==> src/rtl/forth_irq_pkg.sv <==
// Shared definitions for the Forth CPU interrupt controller family:
// handshake FSM encoding and default sizing.
package forth_irq_pkg;

    typedef enum logic [1:0] {
        IDLE     = 2'd0,
        REQ      = 2'd1,
        WAIT_REL = 2'd2
    } irq_state_t;

    localparam int DEF_SOURCES  = 8;
    localparam int DEF_VEC_BITS = 3;

endpackage

==> src/rtl/irq_priority_enc.sv <==
// Fixed-priority encoder: reports whether any input bit is set and the
// index of the lowest set bit (index 0 has the highest priority).
module irq_priority_enc
    import forth_irq_pkg::*;
#(
    parameter int SOURCES  = DEF_SOURCES,
    parameter int VEC_BITS = DEF_VEC_BITS
) (
    input  logic [SOURCES-1:0]  eligible,
    output logic                any,
    output logic [VEC_BITS-1:0] index
);

    // Scan from the top down so the lowest set index is the last one written.
    always_comb begin
        any   = 1'b0;
        index = '0;
        for (int i = SOURCES - 1; i >= 0; i--) begin
            if (eligible[i]) begin
                any   = 1'b1;
                index = i[VEC_BITS-1:0];
            end
        end
    end

endmodule

==> src/rtl/irq_controller.sv <==
// Interrupt controller: latches rising edges of peripheral event lines as
// pending interrupts and presents them one at a time to the CPU through a
// four-phase irq/ack handshake.
module irq_controller
    import forth_irq_pkg::*;
#(
    parameter int SOURCES  = DEF_SOURCES,
    parameter int VEC_BITS = DEF_VEC_BITS
) (
    input  logic                clock,
    input  logic                reset,
    input  logic                enable,
    input  logic [SOURCES-1:0]  src,
    input  logic                mask_we,
    input  logic [SOURCES-1:0]  mask_wdata,
    output logic [SOURCES-1:0]  mask,
    output logic [SOURCES-1:0]  pending,
    output logic                irq,
    output logic [VEC_BITS-1:0] vector,
    input  logic                ack
);

    logic [SOURCES-1:0]  src_q, src_d;
    logic [SOURCES-1:0]  pending_q, pending_d;
    logic [SOURCES-1:0]  mask_q, mask_d;
    logic [SOURCES-1:0]  rise;
    logic [SOURCES-1:0]  eligible;
    logic [SOURCES-1:0]  retire;
    irq_state_t          state_q, state_d;
    logic                irq_q, irq_d;
    logic [VEC_BITS-1:0] vector_q, vector_d;
    logic                win_any;
    logic [VEC_BITS-1:0] win_idx;

    // src_q is cleared by reset, so a line already high at release counts as a rise.
    assign rise     = src & ~src_q;
    assign eligible = pending_q & mask_q;

    irq_priority_enc #(
        .SOURCES  (SOURCES),
        .VEC_BITS (VEC_BITS)
    ) u_prio (
        .eligible (eligible),
        .any      (win_any),
        .index    (win_idx)
    );

    // One-hot clear of the interrupt being acknowledged.
    always_comb begin
        retire = '0;
        if (state_q == REQ && ack) begin
            for (int i = 0; i < SOURCES; i++) begin
                if (vector_q == i[VEC_BITS-1:0]) begin
                    retire[i] = 1'b1;
                end
            end
        end
    end

    // Edge history, mask write and pending update; a new rise beats a retirement.
    always_comb begin
        src_d     = src;
        mask_d    = mask_we ? mask_wdata : mask_q;
        pending_d = (pending_q & ~retire) | rise;
    end

    // Handshake FSM: pick a winner in IDLE, hold it through REQ, wait for ack release.
    always_comb begin
        state_d  = state_q;
        irq_d    = irq_q;
        vector_d = vector_q;
        case (state_q)
            IDLE: begin
                irq_d = 1'b0;
                if (enable && win_any) begin
                    vector_d = win_idx;
                    irq_d    = 1'b1;
                    state_d  = REQ;
                end
            end
            REQ: begin
                irq_d = 1'b1;
                if (ack) begin
                    irq_d   = 1'b0;
                    state_d = WAIT_REL;
                end
            end
            WAIT_REL: begin
                irq_d = 1'b0;
                if (!ack) begin
                    state_d = IDLE;
                end
            end
            default: begin
                irq_d   = 1'b0;
                state_d = IDLE;
            end
        endcase
    end

    // Handshake state, request and vector registers.
    always_ff @(posedge clock or negedge reset) begin
        if (!reset) begin
            state_q  <= IDLE;
            irq_q    <= 1'b0;
            vector_q <= '0;
        end else begin
            state_q  <= state_d;
            irq_q    <= irq_d;
            vector_q <= vector_d;
        end
    end

    // Edge history, pending and mask registers.
    always_ff @(posedge clock or negedge reset) begin
        if (!reset) begin
            src_q     <= '0;
            pending_q <= '0;
            mask_q    <= '0;
        end else begin
            src_q     <= src_d;
            pending_q <= pending_d;
            mask_q    <= mask_d;
        end
    end

    assign mask    = mask_q;
    assign pending = pending_q;
    assign irq     = irq_q;
    assign vector  = vector_q;

endmodule

==> config.mk <==
export PLATFORM = sky130hd
export DESIGN_NAME = irq_controller
export DESIGN_NICKNAME = d
export VERILOG_FILES = /design/src/rtl/forth_irq_pkg.sv /design/src/rtl/irq_priority_enc.sv /design/src/rtl/irq_controller.sv
export SDC_FILE = /design/constraint.sdc
export NUM_CORES = 1
export LEC_CHECK = 0
export ABC_AREA = 0
export BUFFER_PORTS_ARGS = -buffer_cell sky130_fd_sc_hd__buf_4
export CAP_MARGIN = 25
export CORE_MARGIN = 5
export CORE_UTILIZATION = 35
export CTS_CLUSTER_DIAMETER = 80
export DETAILED_ROUTE_END_ITERATION = 16
export SLEW_MARGIN = 20
export SYNTH_ARGS = -nofsm -noshare
export SYNTH_HDL_FRONTEND = slang
export SYNTH_SLANG_ARGS = --single-unit
export TNS_END_PERCENT = 10
==> constraint.sdc <==
create_clock -name clock -period 1.75 [get_ports clock]
set_input_delay 0.0875 -clock clock [delete_from_list [all_inputs] [get_ports clock]]
set_output_delay 0.0875 -clock clock [all_outputs]
set_load 0.01 [all_outputs]
==> metrics list <==
* Setup Fix Bufs, Post-CTS: 0
- Across all register-to-register paths, the minimum setup slack is 0.54 ns.
- Number of iterations in the first detailed-routing pass: 4
* Routed vias: 986
- Vias in the first global route: 1013
- Synthesis produced 99 cells.
* Setup-failing EPs final: 0
- The cell sitting at the root of the clock tree is a clkbuf_4.
- Most common cell in the netlist: dfrtp_1
* Number of antenna repair diodes: 0
* Critical Path Fanout Max: 6
* Final net count: 184
- Net Count, Synth: 120
- Effective utilization at floorplan: 36.18%
- Number of hold-slack violations in the final timing report: 0
- In this run the count of I/O pins placed on the die edge is 41.
- Time the worst path needs with I/O delays and setup: 1.212 ns
- The routed design has 2787 um of wire.
- Post-CTS Hold Buffers: 18
* Ys Warns: 0
- Summing every instance area after synthesis gives 1207 um2.
- At the end of routability-driven placement, the weighted congestion stood at 0.7437.
* Final total power: 2.144 mW
- Number of enable flip-flop cells after synthesis: 0
- After layout, the worst path uses 69.23% of the clock period.
- For this run, asynchronously set or reset flops after synthesis account for 100.0%.
- Across the routed clock network, the largest skew measured is 0.008848 ns.
- Sinks on Clock Net: 30
- Path depth of the worst reg2reg path: 3
- The synthesized netlist contains 24 unique library cells.
- The layout has 311 filler cells.
- Count of input and output buffers: 40
- Area occupied by registers: 750.7 um2
- Worst R2R Start: state_q[1]$_DFFE_PN0P_
- Register bit total from synthesis: 30
* Register area share after synthesis: 62.18%
* Average vias per placed instance: 4.695
* Layout overhead on the synthesized area: 50.67%
- Setup crit start: state_q[1]$_DFFE_PN0P_
- The core region is 3337 um2.
- Pwr dens: 1179 nW/um2
- In the global route stage, overall resource usage came out at 13.85%.
- DIE AREA: 4725 um2
- Measured against its own limit, the worst slew margin works out to 75.37%.
* Crit path capture type: register
- At the later pin of the worst-skew pair, clock insertion delay measures 0.33 ns.
* Resized Gates After CTS: 0
- Cells with a size suffix above 1 make up 38.41% of the layout.
- Critical path data arrival time: 1.43 ns
- Unrepaired setup endpoints after global routing: false
- Entering global routing, the biggest net connects 31 pins.
- At the pin with the least slew margin, the transition time is 0.3694 ns.
* End point of the critical path: vector[0]$_DFFE_PN0P_
* Fmax achieved: 825.4 MHz
* Die Span X: 68.74 um
* Clock tree from TritonCTS: done
- Run status: complete, no violations
- The first global-routing pass estimated 4581 um of wire.
* End of the worst register-to-register path: vector[0]$_DFFE_PN0P_
- For the worst setup path, the data required time is 1.97 ns.
- Adding up every negative setup slack in the final design gives 0 ns.
- Kind of critical path: register to register
- Critical Path Source Type: register
- The detailed router finished its first iteration with 21 violations.
- Summed over all layers, the global routing overflow is 0.
* Initial antenna violation count: 0
* Number of maximum-capacitance constraint violations: 0
- Fraction of synthesized cell area taken by the top area cell type: 62.18%
* Die Height: 68.74 um
* Final antenna-violating net count: 0
- Summed over all instances, the cell type with the most area after synthesis is dfrtp_1.
- Prevailing post-synth register cell: dfrtp_1
* LEAKAGE: 0.8235 nW
- Clock buffer count from CTS: 5
- Post-detailed-route wirelength per cell: 13.27 um
- Worst hold path class: primary input to register
- Detailed placement HPWL: 2028 um
- Main area contributors after synthesis: dfrtp_1 62%, mux2_2 7.5%, o21ai_1 5.8%, inv_1 2.8%, nand2_1 2.8%
- Row generation in the floorplan step produced 21 rows.
- Count of final max-slew check failures: 0
- The longest clock path from root to sink contains 2 buffers.
* Reg clk slew, reported paths: 0.09 ns
* H-Tree Depth: 2
* Area taken by multi-input logic gates: 417.9 um2
- Max rail drop VDD: 574.7 uV
- Post-Synthesis Mean Instance Area: 12.20 um2
* Most numerous cell types in the synthesized netlist: 30 x dfrtp_1, 14 x o21ai_1, 9 x inv_1, 9 x nand2_1, 8 x mux2_2
- DRC violations left: 0
==> stage by stage <==
step / setup WS [ns] / utilization, % / hold slack, ns / cell area (um2) / cells
6_report: 0.5384 / 54.52 / 0.08419 / 1819 / 210
2_1_floorplan: 0.6516 / - / -0.2081 / 1207 / 99
3_3_place_gp: 0.5771 / 46.76 / 0.03311 / 1560 / 184
5_1_grt: 0.4750 / 54.52 / 0.06010 / 1819 / 210
3_5_place_dp: 0.5337 / 46.76 / 0.03560 / 1560 / 184
4_1_cts: 0.5338 / 54.52 / 0.07465 / 1819 / 210
==> cell families (layout without fill, tap and decap cells) <==
logic type | Yosys count | in the layout | share of synthesized area (%)
flops | 30 | 30 | 62.18
compound gates | 32 | 32 | 17.20
simple gates | 19 | 19 | 9.947
mux | 8 | 8 | 7.461
buf+inv | 10 | 75 | 3.212
==> power breakdown <==
part	total, mW	internal (mW)	switching, mW
combinational	0.640	0.350	0.290
clock	0.506	0.274	0.232
sequential	0.997	0.828	0.169
==> final cells by class <==
type / count / area share, %
clock buffer: 8 / 4.333
inverter: 9 / 1.857
sequential: 30 / 41.27
timing repair buffer: 58 / 26.41
tap: 46 / 3.164
multi-input combinational: 59 / 22.97
==> worst max-delay path, stage by stage, from the launching register on <==
cell and delay, ns:
dfrtp_1 0.44, nor3b_2 0.38, nand2_1 0.14, o2bb2ai_1 0.15
==> placed cells by master (no fill, tap or decap) <==
master,count
nor3b_2,1
buf_4,40
a21oi_1,4
a32o_1,2
nand3b_2,1
nand3_1,1
nor2b_4,1
a22oi_1,2
o2bb2ai_1,1
or2b_1,2
o21ai_1,14
a22oi_2,2
nand2b_1,2
inv_1,9
o31ai_1,1
dlygate4sd3_1,18
o21ai_0,3
nand3_2,1
clkbuf_4,5
mux2_2,8
o31ai_2,1
dfrtp_1,30
a21boi_1,1
a31oi_1,1
clkbuf_8,3
nand2_1,9
nand4_1,1
==> state kept, by name (all words and copies together) (netlist names) <==
name / flops
mask: 8
src_q: 8
vector: 3
irq: 1
pending: 8
state_q: 2
==> per-layer routing <==
metal | routed length (um) | track usage [%] | vias up
li1 | - | - | 483
met1 | 1220 | 16.07 | 474
met2 | 1335 | 21.22 | 27
met3 | 212 | 7.455 | 2
met4 | 19 | 5.839 | 0
met5 | 0 | 0 | -
==> worst min-delay path by stage <==
stage	from	depth (start not counted)	end	slack (ns)
after floorplan	reset	0	irq$_DFF_PN0_	-0.21
after global placement	reset	1	src_q[7]$_DFF_PN0_	0.03
after detailed placement	reset	1	src_q[7]$_DFF_PN0_	0.04
after CTS	mask_we	2	mask[1]$_DFFE_PN0P_	0.07
after global routing	mask_we	2	mask[2]$_DFFE_PN0P_	0.06
final	mask_we	2	mask[1]$_DFFE_PN0P_	0.08
Power figures use the tool's default switching activity.
